[config.mk]
export PLATFORM = sky130hd
export DESIGN_NAME = issue_queue_flat
export DESIGN_NICKNAME = d
export VERILOG_FILES = /design/src/rtl/issue_queue_if.sv /design/src/rtl/issue_queue.sv /design/src/flat_wrapper.sv
export SDC_FILE = /design/constraint.sdc
export NUM_CORES = 2
export LEC_CHECK = 0
export ABC_AREA = 0
export CORE_MARGIN = 2
export CORE_UTILIZATION = 30
export DETAILED_ROUTE_END_ITERATION = 7
export HOLD_SLACK_MARGIN = 0.15
export PLACE_DENSITY = 0.47
export SYNTH_ARGS = -nofsm -noshare
export SYNTH_HDL_FRONTEND = slang
export SYNTH_SLANG_ARGS = --single-unit
[constraint.sdc]
create_clock -name clk -period 21 [get_ports clk]
set_clock_uncertainty 0.2 [all_clocks]
set_input_delay 2.1 -clock clk [delete_from_list [all_inputs] [get_ports clk]]
set_output_delay 2.1 -clock clk [all_outputs]
set_load 0.005 [all_outputs]
[src/rtl/issue_queue_if.sv]
// issue_queue_if: handshake and data bundle between fetch/ID and the issue queue.
// master = fetch/ID side (drives pushes and control), slave = the issue queue.
// The dual_cnt_o/stall_cnt_o counters are always present; they are only
// live when the queue is built with ISSUE_PERF_EN.
interface issue_queue_if #(
    parameter int DEPTH   = 8,
    parameter int ENTRY_W = 152
);
    localparam int CNT_W = $clog2(DEPTH + 1);

    logic               flush_i;
    logic               id_allowin_i;
    logic               dual_en_i;
    logic [1:0]         push_num_i;
    logic [ENTRY_W-1:0] push_bus0_i;
    logic [ENTRY_W-1:0] push_bus1_i;
    logic               push_ready_o;
    logic [CNT_W-1:0]   count_o;
    logic [1:0]         issue_mode_o;
    logic [ENTRY_W-1:0] issue_bus0_o;
    logic [ENTRY_W-1:0] issue_bus1_o;
    logic [31:0]        dual_cnt_o;
    logic [31:0]        stall_cnt_o;

    modport master (
        output flush_i, id_allowin_i, dual_en_i, push_num_i, push_bus0_i, push_bus1_i,
        input  push_ready_o, count_o, issue_mode_o, issue_bus0_o, issue_bus1_o,
               dual_cnt_o, stall_cnt_o
    );

    modport slave (
        input  flush_i, id_allowin_i, dual_en_i, push_num_i, push_bus0_i, push_bus1_i,
        output push_ready_o, count_o, issue_mode_o, issue_bus0_o, issue_bus1_o,
               dual_cnt_o, stall_cnt_o
    );
endinterface

[src/rtl/issue_queue.sv]
// issue_queue: circular instruction FIFO between fetch and ID with an in-order
// dual-issue selector (register/HILO hazards, single-issue classes, delay-slot hold).
// Optional macro ISSUE_PERF_EN enables the dual-issue and stall performance counters;
// without it both counter outputs are tied to zero and no counter flops exist.
module issue_queue #(
    parameter int INST_W  = 128,
    parameter int DEPTH   = 8,
    parameter int ENTRY_W = INST_W + 24
) (
    input  logic        clk,
    input  logic        rst,   // asynchronous, active-low
    issue_queue_if.slave q
);
    localparam int PTR_W = $clog2(DEPTH);
    localparam int CNT_W = $clog2(DEPTH + 1);

    typedef enum logic [1:0] {
        NO_ISSUE     = 2'b00,
        SINGLE_ISSUE = 2'b01,
        DOUBLE_ISSUE = 2'b10
    } issue_mode_e;

    // Entry metadata, bits [23:0]; first field is the MSB.
    typedef struct packed {
        logic       rsvd;
        logic       wait_delayslot;
        logic       only_issue;
        logic       not_2_issue;
        logic       hilo_read;
        logic       hilo_write;
        logic [4:0] r2_addr;
        logic       r2_read;
        logic [4:0] r1_addr;
        logic       r1_read;
        logic [4:0] waddr;
        logic       reg_write;
    } meta_t;

    logic [ENTRY_W-1:0] r_mem [DEPTH];
    logic [PTR_W-1:0]   r_rd_ptr;
    logic [PTR_W-1:0]   r_wr_ptr;
    logic [CNT_W-1:0]   r_count;

    logic [PTR_W-1:0]   w_rd_ptr_p1;
    logic [PTR_W-1:0]   w_wr_ptr_p1;
    logic [ENTRY_W-1:0] w_head0;
    logic [ENTRY_W-1:0] w_head1;
    meta_t              w_p;
    meta_t              w_s;
    logic               w_push_ready;
    logic [1:0]         w_push_n;
    logic               w_reg_hz;
    logic               w_hilo_hz;
    logic               w_need_single;
    issue_mode_e        w_mode;
    logic [1:0]         w_issued;

    // Pointers are exactly PTR_W bits wide, so +1 wraps modulo DEPTH for free.
    assign w_rd_ptr_p1 = r_rd_ptr + 1'b1;
    assign w_wr_ptr_p1 = r_wr_ptr + 1'b1;

    assign w_head0 = r_mem[r_rd_ptr];
    assign w_head1 = r_mem[w_rd_ptr_p1];
    assign w_p     = meta_t'(w_head0[23:0]);
    assign w_s     = meta_t'(w_head1[23:0]);

    // Room for a full two-entry push is required before any push is taken.
    assign w_push_ready = (r_count <= CNT_W'(DEPTH - 2));

    // Accepted push count: 3 is illegal, a not-ready or flushed push is dropped whole.
    assign w_push_n = (q.flush_i || !w_push_ready || q.push_num_i == 2'd3)
                      ? 2'd0 : q.push_num_i;

    assign w_reg_hz = w_p.reg_write && (w_p.waddr != 5'd0) &&
                      ((w_s.r1_read && (w_p.waddr == w_s.r1_addr)) ||
                       (w_s.r2_read && (w_p.waddr == w_s.r2_addr)));
    assign w_hilo_hz = w_p.hilo_write && w_s.hilo_read;
    assign w_need_single = w_s.not_2_issue || w_s.only_issue || w_p.only_issue ||
                           w_reg_hz || w_hilo_hz || !q.dual_en_i;

    // Issue-mode selection in priority order: blockers, single-issue reasons, dual.
    always_comb begin
        // NOTE: every always_comb output gets a default first so no path can infer a latch.
        w_mode   = NO_ISSUE;
        w_issued = 2'd0;
        if (r_count == CNT_W'(0) || q.flush_i || !q.id_allowin_i ||
            (r_count == CNT_W'(1) && w_p.wait_delayslot)) begin
            w_mode   = NO_ISSUE;
            w_issued = 2'd0;
        end else if (r_count == CNT_W'(1) || w_need_single) begin
            w_mode   = SINGLE_ISSUE;
            w_issued = 2'd1;
        end else begin
            w_mode   = DOUBLE_ISSUE;
            w_issued = 2'd2;
        end
    end

    // Pointer and occupancy update; flush empties the queue and drops this cycle's pushes.
    always_ff @(posedge clk or negedge rst) begin
        // NOTE: sequential state uses non-blocking assignments so all flops update together.
        if (!rst) begin
            r_rd_ptr <= '0;
            r_wr_ptr <= '0;
            r_count  <= '0;
        end else if (q.flush_i) begin
            r_rd_ptr <= '0;
            r_wr_ptr <= '0;
            r_count  <= '0;
        end else begin
            r_rd_ptr <= r_rd_ptr + PTR_W'(w_issued);
            r_wr_ptr <= r_wr_ptr + PTR_W'(w_push_n);
            r_count  <= r_count + CNT_W'(w_push_n) - CNT_W'(w_issued);
        end
    end

    // Entry storage writes for accepted pushes, older entry at wr_ptr.
    always_ff @(posedge clk) begin
        // NOTE: the entry array has no reset; validity is tracked by count, so stale data is harmless.
        if (w_push_n != 2'd0) begin
            r_mem[r_wr_ptr] <= q.push_bus0_i;
        end
        if (w_push_n == 2'd2) begin
            r_mem[w_wr_ptr_p1] <= q.push_bus1_i;
        end
    end

    assign q.push_ready_o = w_push_ready;
    assign q.count_o      = r_count;
    assign q.issue_mode_o = w_mode;
    assign q.issue_bus0_o = w_head0;
    assign q.issue_bus1_o = w_head1;

`ifdef ISSUE_PERF_EN
    logic [31:0] r_dual_cnt;
    logic [31:0] r_stall_cnt;

    // Performance counters: dual-issue cycles and cycles ID waited on a non-empty queue.
    always_ff @(posedge clk or negedge rst) begin
        if (!rst) begin
            r_dual_cnt  <= '0;
            r_stall_cnt <= '0;
        end else begin
            if (w_mode == DOUBLE_ISSUE) begin
                r_dual_cnt <= r_dual_cnt + 32'd1;
            end
            if (r_count != CNT_W'(0) && q.id_allowin_i && !q.flush_i && w_mode == NO_ISSUE) begin
                r_stall_cnt <= r_stall_cnt + 32'd1;
            end
        end
    end

    assign q.dual_cnt_o  = r_dual_cnt;
    assign q.stall_cnt_o = r_stall_cnt;
`else
    assign q.dual_cnt_o  = 32'h0;
    assign q.stall_cnt_o = 32'h0;
`endif

    // Several metadata fields only matter on one of the two slots; sink the rest.
    logic w_unused;
    assign w_unused = ^{w_p, w_s};

endmodule

[src/flat_wrapper.sv]
// flat-port wrapper written by rule: the top's interface ports become plain ports
module issue_queue_flat 
#(
    parameter int INST_W  = 128,
    parameter int DEPTH   = 8,
    parameter int ENTRY_W = INST_W + 24
)
  (clk, rst, q_flush_i, q_id_allowin_i, q_dual_en_i, q_push_num_i, q_push_bus0_i, q_push_bus1_i, q_push_ready_o, q_count_o, q_issue_mode_o, q_issue_bus0_o, q_issue_bus1_o, q_dual_cnt_o, q_stall_cnt_o);
  issue_queue_if #(.DEPTH(DEPTH), .ENTRY_W(ENTRY_W)) q_i ();
  input  logic clk;
  input  logic rst;
  input wire logic [$bits(q_i.flush_i)-1:0] q_flush_i;
  input wire logic [$bits(q_i.id_allowin_i)-1:0] q_id_allowin_i;
  input wire logic [$bits(q_i.dual_en_i)-1:0] q_dual_en_i;
  input wire logic [$bits(q_i.push_num_i)-1:0] q_push_num_i;
  input wire logic [$bits(q_i.push_bus0_i)-1:0] q_push_bus0_i;
  input wire logic [$bits(q_i.push_bus1_i)-1:0] q_push_bus1_i;
  output wire logic [$bits(q_i.push_ready_o)-1:0] q_push_ready_o;
  output wire logic [$bits(q_i.count_o)-1:0] q_count_o;
  output wire logic [$bits(q_i.issue_mode_o)-1:0] q_issue_mode_o;
  output wire logic [$bits(q_i.issue_bus0_o)-1:0] q_issue_bus0_o;
  output wire logic [$bits(q_i.issue_bus1_o)-1:0] q_issue_bus1_o;
  output wire logic [$bits(q_i.dual_cnt_o)-1:0] q_dual_cnt_o;
  output wire logic [$bits(q_i.stall_cnt_o)-1:0] q_stall_cnt_o;
  assign q_i.flush_i = q_flush_i;
  assign q_i.id_allowin_i = q_id_allowin_i;
  assign q_i.dual_en_i = q_dual_en_i;
  assign q_i.push_num_i = q_push_num_i;
  assign q_i.push_bus0_i = q_push_bus0_i;
  assign q_i.push_bus1_i = q_push_bus1_i;
  assign q_push_ready_o = q_i.push_ready_o;
  assign q_count_o = q_i.count_o;
  assign q_issue_mode_o = q_i.issue_mode_o;
  assign q_issue_bus0_o = q_i.issue_bus0_o;
  assign q_issue_bus1_o = q_i.issue_bus1_o;
  assign q_dual_cnt_o = q_i.dual_cnt_o;
  assign q_stall_cnt_o = q_i.stall_cnt_o;
  issue_queue #(.INST_W(INST_W), .DEPTH(DEPTH), .ENTRY_W(ENTRY_W)) u_core (.clk(clk), .rst(rst), .q(q_i));
endmodule
==> After elaboration in Yosys (flattened, before gate mapping) <==
Memory sizes are Yosys's and may differ from the RTL's.
Cells that the tools add are included.
{ "word_totals": {"ff_bits": 10, "latch_bits": 0, "ram_bits": 1216, "romBits": 0, "inputBits": 311, "memories": 1} }
{ "memory_table": {"columns": ["memory", "depth", "width", "read_ports", "rd_clocked_by_memory_dff", "wr", "line_no", "source"], "rows": [
  ["u_core.r_mem", 8, 152, 2, 0, 2, "issue_queue.sv:39", "logic [ENTRY_W-1:0] r_mem [DEPTH];"]
]} }
{ "classes": {"n_addsub": 6, "mul": 0, "div": 0, "magnitude_cmp": 1, "eq_ne": 5, "shifts": 0, "mux": 10, "n_bitwise": 0, "reduce_logical": 24} }
{ "op_table": {"columns": ["operator", "n"], "rows": [
  ["1-bit logical OR", 12],
  ["5-bit == test", 2],
  ["3-bit by 1-bit adder with 3-bit output (second input constant)", 2],
  ["3-bit by 2-bit adder with 3-bit output", 2],
  ["1-bit logical AND", 6],
  ["2-bit 2-to-1 mux", 3],
  ["3-bit 2-to-1 mux", 2],
  ["5-bit nonzero test", 1],
  ["4-bit by 2-bit adder with 4-bit output", 1],
  ["2-bit == test (second input constant)", 2],
  ["4-bit by 1-bit == test with 1-bit output (second input constant)", 1],
  ["4-bit by 3-bit less-or-equal comparator with 1-bit output (second input constant)", 1],
  ["4-bit logical NOT", 1],
  ["1-bit 2-to-1 mux", 4],
  ["4-bit 2-to-1 mux", 1],
  ["4-bit by 2-bit subtractor with 4-bit output", 1],
  ["1-bit logical NOT", 3],
  ["2-bit nonzero test", 1]
]} }

==> Logic depth before layout (Yosys ltp) <==
An unclocked memory read counts as a cell.
{ "logic_depth": {"word_depth": 14, "mapped_depth": 18, "mapped_depth_nobuf": 15} }

==> Worst setup path before layout <==
OpenSTA, ideal clock, no wires.
{ "synth_path": {"kind": "input to register", "from": "in q_flush_i", "to": "mem u_core.r_mem[1][0] (enable)", "setup_time_ns": 0.887, "arrival_ns": 13.872, "required_time_ns": 19.913, "slack_ns": 6.041, "cell_stages": 4, "cell_sequence": "nor4bb_1 or2_2 nand2_1 o31ai_1"} }
{ "synth_lines": {"columns": ["element", "line_no", "source"], "rows": [
  ["start: declaration", "flat_wrapper.sv:12", "input wire logic [$bits(q_i.flush_i)-1:0] q_flush_i;"],
  ["end: declaration", "issue_queue.sv:39", null]
]} }

==> Worst setup path in the final report <==
{ "layout_path": {"from": "reg u_core.r_rd_ptr[0]", "to": "out q_issue_mode_o[0]"} }
{ "layout_via": {"elab_chain_cells": 12} }
{ "layout_lines": {"columns": ["element", "line_no", "source"], "rows": [
  ["start: declaration", "issue_queue.sv:40", "logic [PTR_W-1:0] r_rd_ptr;"],
  ["start signal: assignment", "issue_queue.sv:111", "r_rd_ptr <= r_rd_ptr + PTR_W'(w_issued);"],
  ["3-bit by 1-bit adder with 3-bit output", "issue_queue.sv:59", "assign w_rd_ptr_p1 = r_rd_ptr + 1'b1;"],
  ["memory read 8 x 152 bit *", null, null],
  ["5-bit == test (on tied branches)", "issue_queue.sv:75, issue_queue.sv:76", null],
  ["1-bit logical AND (on tied branches)", "issue_queue.sv:75, issue_queue.sv:76", null],
  ["1-bit logical OR", "issue_queue.sv:75", "((w_s.r1_read && (w_p.waddr == w_s.r1_addr)) ||"],
  ["1-bit logical AND", "issue_queue.sv:74", "assign w_reg_hz = w_p.reg_write && (w_p.waddr != 5'd0) &&"],
  ["1-bit logical OR", "issue_queue.sv:78", "assign w_need_single = w_s.not_2_issue || w_s.only_issue || w_p.only_issue ||"],
  ["1-bit logical OR (2 in series)", "issue_queue.sv:79", "w_reg_hz || w_hilo_hz || !q.dual_en_i;"],
  ["1-bit logical OR", "issue_queue.sv:90", "end else if (r_count == CNT_W'(1) || w_need_single) begin"],
  ["2-bit 2-to-1 mux", "issue_queue.sv:90", null],
  ["2-bit 2-to-1 mux *", "issue_queue.sv:86", "if (r_count == CNT_W'(0) || q.flush_i || !q.id_allowin_i ||"],
  ["end: declaration", "flat_wrapper.sv:20", "output wire logic [$bits(q_i.issue_mode_o)-1:0] q_issue_mode_o;"]
]} }
Mark *: on every way between the ends. The rest lies on a longest branch, timed or not.

==> metrics.yaml <==
clock_network:
  cts_buffer_depth: 3
  hold_buffers: 0
  clock-sinks: 1226
  clockRootBuffer: "clkbuf_16"
  cts_buffers: 155
  cts_tree: "done"
  cts.clk_slew.worst_paths_ps: 60
  htreeDepth: 4
  post_cts_buffers: 0
  cts_resized: 0
  clk_latency_ps: 820
die:
  die_h_um: 488
  die_x_um: 488
  start_util: 0.302
  ios: 686
  core_um2: 233000
  dieArea_um2: 238000
  num_rows: 177
grt:
  grtUsageMet1: 0.263
  overflow: 0
  met3_usage: 0.0534
  grt_use_met2: 0.349
  busiest_layer: "met2"
  grt_first_pass_wirelength_um: 352000
  grt_max_degree: 139
  grt_pass1_vias: 45233
  antenna_found_initial: 64
  grt_usage: 0.207
timing:
  tightestPinTransition_ps: 1120
  hold_slack_ps: 609
  setup_tns_ps: 0
  min_period_ps: 8430
  setup_violations: 0
  max_freq_ghz: 0.119
  maxSlewViolCount: 0
  hold_viol: 0
  period_share: 0.401
  relSlewSlack: 0.252
  grt_setup_unrepaired: "no"
worst_setup_path:
  path_cells: "ha_4, buf_4, and2_1, a32oi_1, and3_1, or3_1, or4_4, a21oi_1, clkdlybuf4s50_1"
  r2r_cells: 15
  cp_max_fo: 58
  worstPathArrival_ps: 6130
  endpoint_kind: "primary output"
  cp_num_buf_inv: 2
  critPathSlowestCell: "ha_4"
  r2r_slack_ps: 14640
  max_stage_delay_ps: 980
  cp-startpoint: "u_core.r_rd_ptr[0]"
  cp_top_family: "simple AND/OR/NAND/NOR gates"
  endpoint: "q_issue_mode_o[0]"
  worst-setup-path-type: "register to primary output"
  r2r-start: "u_core.r_rd_ptr[0]"
  worst_setup_path_start_kind: "register"
  required_ps: 18700
  worst_r2r_endpoint: "u_core.q.count_o[3]"
  cp_num_cells: 9
logic_synthesis:
  synthTopCellsByArea: "edfxtp_1 52%, mux2_2 22%, mux4_2 19%, nand2_1 2.4%, clkbuf_1 1.1%"
  avgSynthCellArea_um2: 16.8
  yosysTopAreaCellShare: 0.520
  synthFlopType: "edfxtp_1"
  ys_seq_area_frac: 0.523
  syn_inst: 4174
  synth.distinct_cells: 46
  yosysMostFrequentCell: "mux2_2"
  syn_area_um2: 70300
  synth_common_cells: "1364 x mux2_2, 1216 x edfxtp_1, 594 x mux4_2, 447 x nand2_1, 206 x clkbuf_1"
  async_flop_share: 0.00816
  synth_edf_count: 1216
  yosys.area.top_type: "edfxtp_1"
  synth-seq-cells: 1226
  synth_warnings: 0
pwr:
  p_leak_nw: 26.9
  power_w: 0.00742
  p_per_area_nw_per_um2: 87.6
  vdd_drop_max_v: 0.0000666
outcome:
  outcome: "finished clean"
place:
  place.gp.congestion: 0.757
  placed_cells: 7692
  dp_hpwl_um: 141000
  io_buffer_count: 621
layout:
  drive_gt1_frac: 0.468
  fin_nets: 5042
  finalNonFillerCells: 7990
  fillers: 22005
  finish.utilization: 0.364
  synthToLayoutAreaGrowth_pct: 20.5
route:
  first_pass_iters: 5
  routedWlPerCell_um: 31.2
  drcViolationCount: 0
  wl_um: 249000
  antenna_left: 0
  drt_iter0_drc: 2948
  via_per_inst: 5.32
  vias: 42540
job:
  cap_violations: 0
min_path:
  hold_class: "register to register"
## registers in the layout, summed over array words and instances (netlist names)
name,cells
u_core.r_mem,1216
u_core.q.count_o,4
u_core.r_rd_ptr,3
u_core.r_wr_ptr,3
## cell type report
cell class | instances | area, um2 | area share
Sequential cell | 1226 | 36800 | 0.434
Multi-Input combinational cell | 2608 | 32100 | 0.378
Timing Repair Buffer | 705 | 7010 | 0.0827
Clock buffer | 203 | 4150 | 0.0490
Tap cell | 3132 | 3920 | 0.0463
Clock inverter | 76 | 662 | 0.00781
Inverter | 21 | 78.8 | 0.000931
Antenna cell | 19 | 47.5 | 0.000561
## cells by family (layout without fill, tap and decap cells)
family | count (synthesis) | after routing | synth area share
multiplexers | 1993 | 1993 | 0.414
AO/OA/AOI/OAI | 30 | 30 | 0.00331
buffers and inverters | 403 | 1005 | 0.0267
AND/OR/NAND/NOR | 492 | 492 | 0.0278
XOR/XNOR | 15 | 15 | 0.00214
adder cells (fa/ha/maj) | 14 | 14 | 0.00292
flip-flops | 1226 | 1226 | 0.523
other | 1 | 83 | 0.0000534
## routing by layer
layer,up-vias,wire (um)
li1,17969,-
met1,22966,104000
met2,1190,123000
met3,343,16800
met4,72,5420
met5,-,447
## where the power goes
part           total [W]  switching (W)  internal, W
Combinational    0.00199       0.000937      0.00105
Clock            0.00260        0.00111      0.00149
Sequential       0.00283      0.0000433      0.00279
## placed cells by master (no fill, tap or decap), drive strengths merged, types with 2 or more instances in the layout
master         instances
inv                   26
nor4                   2
o31ai                  2
clkdlybuf4s50        621
nand2                447
and3                   3
diode                 19
mux4                 594
clkbuf               203
bufinv                 8
dfrtp                 10
xnor2                 11
mux2i                 35
a21o                   2
o21bai                 2
a32o                   2
nor3                   2
conb                  64
mux2                1364
nor2                  10
nor2b                  7
xor2                   4
nand2b                 3
edfxtp              1216
o21ai                  8
buf                   84
a221oi                 2
a21oi                  5
clkinv                62
fa                     4
a32oi                  6
and2                   5
ha                    10
nand3                  4
## through the flow
step,setup WS [ps],instance area [um2]
after floorplan,6040,70500
after global placement,13340,79800
after detailed placement,13280,79800
after CTS,12430,84700
after global routing,12340,84700
final,12570,84700
## worst reg2reg max path: stages (launching register included)
cell	delay, ps
dfrtp_4	680
ha_4	980
buf_4	980
and2_1	460
a32oi_1	210
and3_1	220
or3_1	340
or4_4	530
and3b_1	240
fa_1	540
inv_1	60
ha_1	260
a21o_1	150
a21oi_1	180
xnor2_1	150
nor2_1	60
## worst min-delay path by stage
stage                         from             endpoint  slack (ps)  depth (start not counted)
2_1_floorplan   u_core.r_rd_ptr[0]   u_core.r_rd_ptr[0]         400                          2
3_3_place_gp   u_core.q.count_o[3]  u_core.q.count_o[3]         590                          4
3_5_place_dp   u_core.q.count_o[3]  u_core.q.count_o[3]         600                          4
4_1_cts        u_core.q.count_o[3]  u_core.q.count_o[3]         610                          4
5_1_grt        u_core.q.count_o[3]  u_core.q.count_o[3]         660                          4
6_report       u_core.q.count_o[3]  u_core.q.count_o[3]         610                          4
Power figures use the tool's default switching activity.
